===== src/rtl/adc_pkg.sv =====
// Shared definitions for the dual serial-ADC front end.
//   state_t     : sequencer states (IDLE, CONV, QUIET, ACC)
//   ADC_W       : conversion result width per channel
//   FRAME_BITS  : SCLK cycles per conversion frame
//   LEAD_BITS   : leading frame bits that carry no data
//   acc_width() : accumulator width that cannot overflow for 2^avg_log2 samples
package adc_pkg;

  typedef enum logic [1:0] {
    IDLE  = 2'd0,
    CONV  = 2'd1,
    QUIET = 2'd2,
    ACC   = 2'd3
  } state_t;

  localparam int ADC_W      = 12;
  localparam int FRAME_BITS = 16;
  localparam int LEAD_BITS  = FRAME_BITS - ADC_W;

  function automatic int acc_width(input int adc_w, input int avg_log2);
    return adc_w + avg_log2;
  endfunction

endpackage


===== src/rtl/adc_chan_acc.sv =====
// One ADC channel: input synchroniser, serial shift register, window
// accumulator and averaged output register.
// Ports:
//   clk, reset   : clock, asynchronous active-low reset
//   sdata        : raw serial data from the ADC, MSB first
//   sample_en    : shift the synchronised bit in (SCLK rising edge)
//   acc_en       : add the captured word to the accumulator (ACC state)
//   last_frame   : this ACC closes the averaging window
//   clear        : discard the window (has priority over acc_en)
//   avg_out      : averaged result, updated when the window closes
module adc_chan_acc #(
  parameter int ADC_W    = 12,
  parameter int AVG_LOG2 = 3
) (
  input  logic             clk,
  input  logic             reset,
  input  logic             sdata,
  input  logic             sample_en,
  input  logic             acc_en,
  input  logic             last_frame,
  input  logic             clear,
  output logic [ADC_W-1:0] avg_out
);
  import adc_pkg::*;

  localparam int ACC_W = acc_width(ADC_W, AVG_LOG2);

  logic             sdata_p0;
  logic             sdata_p1;
  logic [ADC_W-1:0] shreg;
  logic [ACC_W-1:0] acc;
  logic [ACC_W-1:0] acc_sum;

  // Truncating divide by the window length.
  function automatic logic [ADC_W-1:0] avg_trunc(input logic [ACC_W-1:0] sum);
    return ADC_W'(sum >> AVG_LOG2);
  endfunction

  assign acc_sum = acc + ACC_W'(shreg);

  always_ff @(posedge clk or negedge reset) begin
    if (!reset) begin
      sdata_p0 <= 1'b0;
      sdata_p1 <= 1'b0;
      shreg    <= '0;
      acc      <= '0;
      avg_out  <= '0;
    end else begin
      // stage p0/p1: two-flop synchroniser
      sdata_p0 <= sdata;
      sdata_p1 <= sdata_p0;
      // shift stage: only the last ADC_W bits survive, so leading bits fall off
      if (sample_en) begin
        shreg <= {shreg[ADC_W-2:0], sdata_p1};
      end
      // accumulate stage
      if (clear) begin
        acc <= '0;
      end else if (acc_en) begin
        if (last_frame) begin
          avg_out <= avg_trunc(acc_sum);
          acc     <= '0;
        end else begin
          acc <= acc_sum;
        end
      end
    end
  end

endmodule


===== src/rtl/adc_dual_sampler.sv =====
// Front end for the PSO MPPT controller: drives two serial ADCs sharing
// CS/SCLK, averages 2^AVG_LOG2 conversions per channel and presents the
// averages with a one-cycle strobe.
// Ports:
//   clk, reset        : clock, asynchronous active-low reset
//   ena               : level-sensitive sampling enable
//   sdata1, sdata2    : serial data from ADC1 (voltage) / ADC2 (current)
//   adc_cs_n          : shared chip select, active low
//   adc_sclk          : shared serial clock, idles high
//   ad1_out, ad2_out  : averaged results
//   sample_valid      : one-cycle pulse, outputs updated on the same edge
// CLK_DIV is the SCLK half-period in clk cycles and must be >= 2 so the
// synchroniser settles before the rising-edge sample.
module adc_dual_sampler #(
  parameter int CLK_DIV    = 4,
  parameter int AVG_LOG2   = 3,
  parameter int ADC_W      = adc_pkg::ADC_W,
  parameter int FRAME_BITS = adc_pkg::FRAME_BITS
) (
  input  logic             clk,
  input  logic             reset,
  input  logic             ena,
  input  logic             sdata1,
  input  logic             sdata2,
  output logic             adc_cs_n,
  output logic             adc_sclk,
  output logic [ADC_W-1:0] ad1_out,
  output logic [ADC_W-1:0] ad2_out,
  output logic             sample_valid
);
  import adc_pkg::*;

  localparam int DIV_W = $clog2(2 * CLK_DIV);
  localparam int BIT_W = $clog2(FRAME_BITS);
  localparam int FC_W  = (AVG_LOG2 > 0) ? AVG_LOG2 : 1;

  localparam logic [DIV_W-1:0] DIV_RISE = DIV_W'(CLK_DIV - 1);
  localparam logic [DIV_W-1:0] DIV_HIGH = DIV_W'(CLK_DIV);
  localparam logic [DIV_W-1:0] DIV_LAST = DIV_W'(2 * CLK_DIV - 1);
  localparam logic [BIT_W-1:0] BIT_LAST = BIT_W'(FRAME_BITS - 1);
  localparam logic [FC_W-1:0]  FC_LAST  = FC_W'((1 << AVG_LOG2) - 1);

  state_t            state, state_nxt;
  logic [DIV_W-1:0]  div_cnt, div_nxt;
  logic [BIT_W-1:0]  bit_cnt, bit_nxt;
  logic [FC_W-1:0]   frame_cnt;
  logic              drop_seen;
  logic              sample_en;
  logic              acc_en;
  logic              last_frame;
  logic              discard;
  logic              clear_acc;
  logic              cs_n_nxt;
  logic              sclk_nxt;

  assign last_frame = (frame_cnt == FC_LAST);
  // Any ena drop during the frame, or at the ACC cycle itself, voids the window.
  assign discard    = drop_seen | ~ena;
  assign clear_acc  = acc_en & discard;

  always_comb begin
    state_nxt = state;
    div_nxt   = div_cnt;
    bit_nxt   = bit_cnt;
    sample_en = 1'b0;
    acc_en    = 1'b0;
    case (state)
      IDLE: begin
        if (ena) begin
          state_nxt = CONV;
          div_nxt   = '0;
          bit_nxt   = '0;
        end
      end
      CONV: begin
        // SCLK rises on the edge leaving the last low cycle of the bit.
        sample_en = (div_cnt == DIV_RISE);
        if (div_cnt == DIV_LAST) begin
          div_nxt = '0;
          if (bit_cnt == BIT_LAST) begin
            state_nxt = QUIET;
            bit_nxt   = '0;
          end else begin
            bit_nxt = bit_cnt + 1'b1;
          end
        end else begin
          div_nxt = div_cnt + 1'b1;
        end
      end
      QUIET: begin
        if (div_cnt == DIV_LAST) begin
          state_nxt = ACC;
          div_nxt   = '0;
        end else begin
          div_nxt = div_cnt + 1'b1;
        end
      end
      ACC: begin
        acc_en    = 1'b1;
        state_nxt = ena ? CONV : IDLE;
        div_nxt   = '0;
        bit_nxt   = '0;
      end
      default: begin
        state_nxt = IDLE;
      end
    endcase
    // Pin outputs are registered from the next-state view so they line up
    // with the state they describe.
    cs_n_nxt = (state_nxt != CONV);
    sclk_nxt = (state_nxt == CONV) ? (div_nxt >= DIV_HIGH) : 1'b1;
  end

  always_ff @(posedge clk or negedge reset) begin
    if (!reset) begin
      state        <= IDLE;
      div_cnt      <= '0;
      bit_cnt      <= '0;
      frame_cnt    <= '0;
      drop_seen    <= 1'b0;
      adc_cs_n     <= 1'b1;
      adc_sclk     <= 1'b1;
      sample_valid <= 1'b0;
    end else begin
      state        <= state_nxt;
      div_cnt      <= div_nxt;
      bit_cnt      <= bit_nxt;
      adc_cs_n     <= cs_n_nxt;
      adc_sclk     <= sclk_nxt;
      sample_valid <= acc_en & last_frame & ~discard;
      if (acc_en) begin
        drop_seen <= 1'b0;
        frame_cnt <= (discard | last_frame) ? '0 : frame_cnt + 1'b1;
      end else if ((state != IDLE) && !ena) begin
        drop_seen <= 1'b1;
      end
    end
  end

  adc_chan_acc #(
    .ADC_W    (ADC_W),
    .AVG_LOG2 (AVG_LOG2)
  ) u_chan1 (
    .clk        (clk),
    .reset      (reset),
    .sdata      (sdata1),
    .sample_en  (sample_en),
    .acc_en     (acc_en),
    .last_frame (last_frame),
    .clear      (clear_acc),
    .avg_out    (ad1_out)
  );

  adc_chan_acc #(
    .ADC_W    (ADC_W),
    .AVG_LOG2 (AVG_LOG2)
  ) u_chan2 (
    .clk        (clk),
    .reset      (reset),
    .sdata      (sdata2),
    .sample_en  (sample_en),
    .acc_en     (acc_en),
    .last_frame (last_frame),
    .clear      (clear_acc),
    .avg_out    (ad2_out)
  );

endmodule


===== config.mk =====
export PLATFORM = sky130hd
export DESIGN_NAME = adc_dual_sampler
export DESIGN_NICKNAME = d
export VERILOG_FILES = /design/src/rtl/adc_pkg.sv /design/src/rtl/adc_chan_acc.sv /design/src/rtl/adc_dual_sampler.sv
export SDC_FILE = /design/constraint.sdc
export NUM_CORES = 1
export LEC_CHECK = 0
export CORE_UTILIZATION = 35
export CTS_BUF_LIST = sky130_fd_sc_hd__clkbuf_4
export DETAILED_ROUTE_END_ITERATION = 16
export GPL_ROUTABILITY_DRIVEN = 0
export SLEW_MARGIN = 20
export SYNTH_ARGS = -nofsm -noshare
export SYNTH_HDL_FRONTEND = slang
export SYNTH_SLANG_ARGS = --single-unit

===== constraint.sdc =====
create_clock -name clk -period 3.1 [get_ports clk]
set_input_delay 0.775 -clock clk [delete_from_list [all_inputs] [get_ports clk]]
set_output_delay 0.775 -clock clk [all_outputs]
set_load 0.02 [all_outputs]

==> out/qor.yml <==
run_status: "finished clean"
cellPowerDensity_mw_per_mm2: 641
design_area_sq_mm: 0.00581
hold_ws_ns: 0.220
worstSetupEndpointType: "register"
ys_types: 64
drt_iter0_drc: 123
synth_fp_nets: 524
syn_area_per_cell_sq_um: 10.8
postLayoutSetupSlackWorst_ns: 0.547
drt.antenna.violating_nets: 0
cp.arrival_ns: 2.95
clockBufferDepth: 2
tns_ns: 0
die_w_um: 124
grt_usage_pct: 14.5
finalHoldViolations: 0
synthesis.area_sq_mm: 0.00518
cp-start-kind: "register"
min_path_type: "input port to async pin"
dr.pass1.iters: 4
yosys_warnings: 0
via_per_inst: 5.12
drc_errors: 0
dieArea_sq_mm: 0.0153
grt.overflow.total: 0
grt_pass1_wl_mm: 17.0
cts_tree: "done"
endpoint: "u_chan2.acc[14]"
ys_seq_area_share_pct: 47.4
finalSetupViolations: 0
drt-wirelength-per-cell_um: 14.4
crit_fanout: 4
vdd_drop_max_mv: 0.188
syn_inst: 481
htreeDepth: 3
routed_wl_mm: 10.1
ys.flop_type: "dfrtp_1"
layout_common_cells: "dfrtp_1, o21ai_0, nand2_1"
grt_pass1_vias: 3504
numCtsBuffers: 9
post_cts_resized: 0
timing.final.crit_share_pct: 82.3
clk_latency_ns: 0.48
cts_setup_buffers: 0
utilization_pct: 40.1
initial_core_util_pct: 35.8
core-area_sq_mm: 0.0145
synth_edf_count: 0
rows: 44
pin_count: 32
path_clk_slew_ns: 0.16
r2r_start: "u_chan2.shreg[0]"
r2r-end: "u_chan2.acc[14]"
reg2reg_depth: 9
drive_above_1_share_pct: 13.7
async_flop_share_pct: 100
final_common_cell: "dfrtp_1"
fmax_mhz: 392
maxCapViolCount: 0
grt_max_degree: 42
antenna_found_initial: 1
reg2reg_slack_ns: 0.55
required_ns: 3.50
path_class: "register to register"
fp.dieH_um: 124
cts.sinks: 98
final_nets: 555
fin_crit_ns: 2.55
slew_headroom_pct: 60.2
post-place-ws_ns: 0.445
num_vias: 3594
startpoint: "u_chan2.shreg[0]"
holdBufCountCts: 0
final.setup_skew_ns: 0.0246
ys_seq_elements: 98
cellLeakagePower_nw: 2.60
port_buffers: 31
drv_slew: 0
cts_root_buf: "clkbuf_4"
dpl_cell_area_sq_mm: 0.00570
rsz0062_at_grt: "no"
synthToLayoutAreaGrowth_pct: 12.3
hpwl_mm: 7.11
worst_slew_pin_slew_ns: 0.592
-- synth_stat cells (all sizes together), types with 5 or more instances --
| master | n | area share, % |
|---|---|---|
| o21ai | 46 | 4.4 |
| xor2 | 9 | 1.5 |
| a211oi | 5 | 0.92 |
| clkbuf | 13 | 0.94 |
| nand2 | 44 | 3.2 |
| ha | 36 | 8.7 |
| a22o | 5 | 0.85 |
| nand3 | 11 | 1.1 |
| a21o | 12 | 1.7 |
| mux2 | 23 | 5.0 |
| o211ai | 5 | 0.82 |
| nor2 | 18 | 1.3 |
| dfrtp | 96 | 46 |
| nand2b | 6 | 0.77 |
| o2bb2ai | 17 | 2.9 |
| a21oi | 21 | 2.2 |
| a31oi | 12 | 1.9 |
| inv | 26 | 1.9 |
| buf | 7 | 0.99 |
| xnor2 | 13 | 2.2 |
-- layer usage --
layer / track usage, % / vias to the layer above / wire (um) / share of wire (%)
met1: 19.3 / 1736 / 4950 / 49
met2: 22.5 / 48 / 4670 / 46
met3: 2.75 / 15 / 252 / 2.5
li1: - / 1795 / - / -
met4: 7.30 / 0 / 233 / 2.3
met5: 0 / - / 0 / 0
-- how the worst min path moves through the flow --
stage / depth (start not counted) / endpoint / from / slack [ns]
global placement: 0 / u_chan2.sdata_p1 / u_chan2.sdata_p0 / 0.33
detailed placement: 0 / u_chan2.sdata_p1 / u_chan2.sdata_p0 / 0.34
CTS: 1 / u_chan1.avg_out[9] / reset / 0.20
global route: 1 / u_chan1.avg_out[9] / reset / 0.22
finish: 1 / u_chan1.avg_out[9] / reset / 0.22
floorplan: 0 / u_chan1.sdata_p1 / u_chan1.sdata_p0 / 0.33
-- power breakdown --
group / switching, W / leakage, nW / internal [W]
logic: 0.000837 / 1.32 / 0.000659
registers: 0.000144 / 1.21 / 0.00148
clock network: 0.000421 / 0.0685 / 0.000187
total: 0.00140 / 2.60 / 0.00232
-- kinds of logic (layout without fill, tap and decap cells) --
logic type,Yosys count,after routing,share of synthesized area (%)
mux,25,25,5.39
simple gates,103,103,9.47
buf+inv,46,82,3.87
compound gates,149,149,20.7
fa+ha+maj,38,38,9.47
xor+xnor,22,22,3.72
other cells,0,1,0
flops,98,98,47.4
-- critical path, stage by stage, from the launching register on --
cell       delay, ns
dfrtp_1         0.39
ha_1            0.19
inv_1           0.06
fa_1            0.41
and2b_4         0.29
o2111ai_4       0.14
a31oi_4         0.26
a211oi_2        0.12
or4_1           0.49
o21ai_1         0.13
-- final cells by class --
type                       instances  area (sq um)
timing repair buffer              40           388
clock inverter                     4          18.8
fill                            1413          8670
sequential                        98          2450
tap                              184           230
antenna                            1          2.50
inverter                          26           100
multi-input combinational        337          2530
clock buffer                      12          90.1
-- state kept, by name, summed over array words and instances (netlist names), 2 cells and up --
| name | cells |
|---|---|
| u_chan2.shreg | 12 |
| frame_cnt | 3 |
| div_cnt | 3 |
| u_chan2.acc | 15 |
| u_chan1.acc | 15 |
| bit_cnt | 4 |
| u_chan2.avg_out | 12 |
| u_chan1.shreg | 12 |
| state | 2 |
| u_chan1.avg_out | 12 |
-- per-stage QoR --
step | std cells | power (W)
2_1_floorplan | 481 | 0.00280
6_report | 702 | 0.00372
4_1_cts | 701 | 0.00377
5_1_grt | 702 | 0.00402
3_5_place_dp | 685 | 0.00315
3_3_place_gp | 685 | 0.00311
Note: power is estimated with default switching activity, not from simulation.
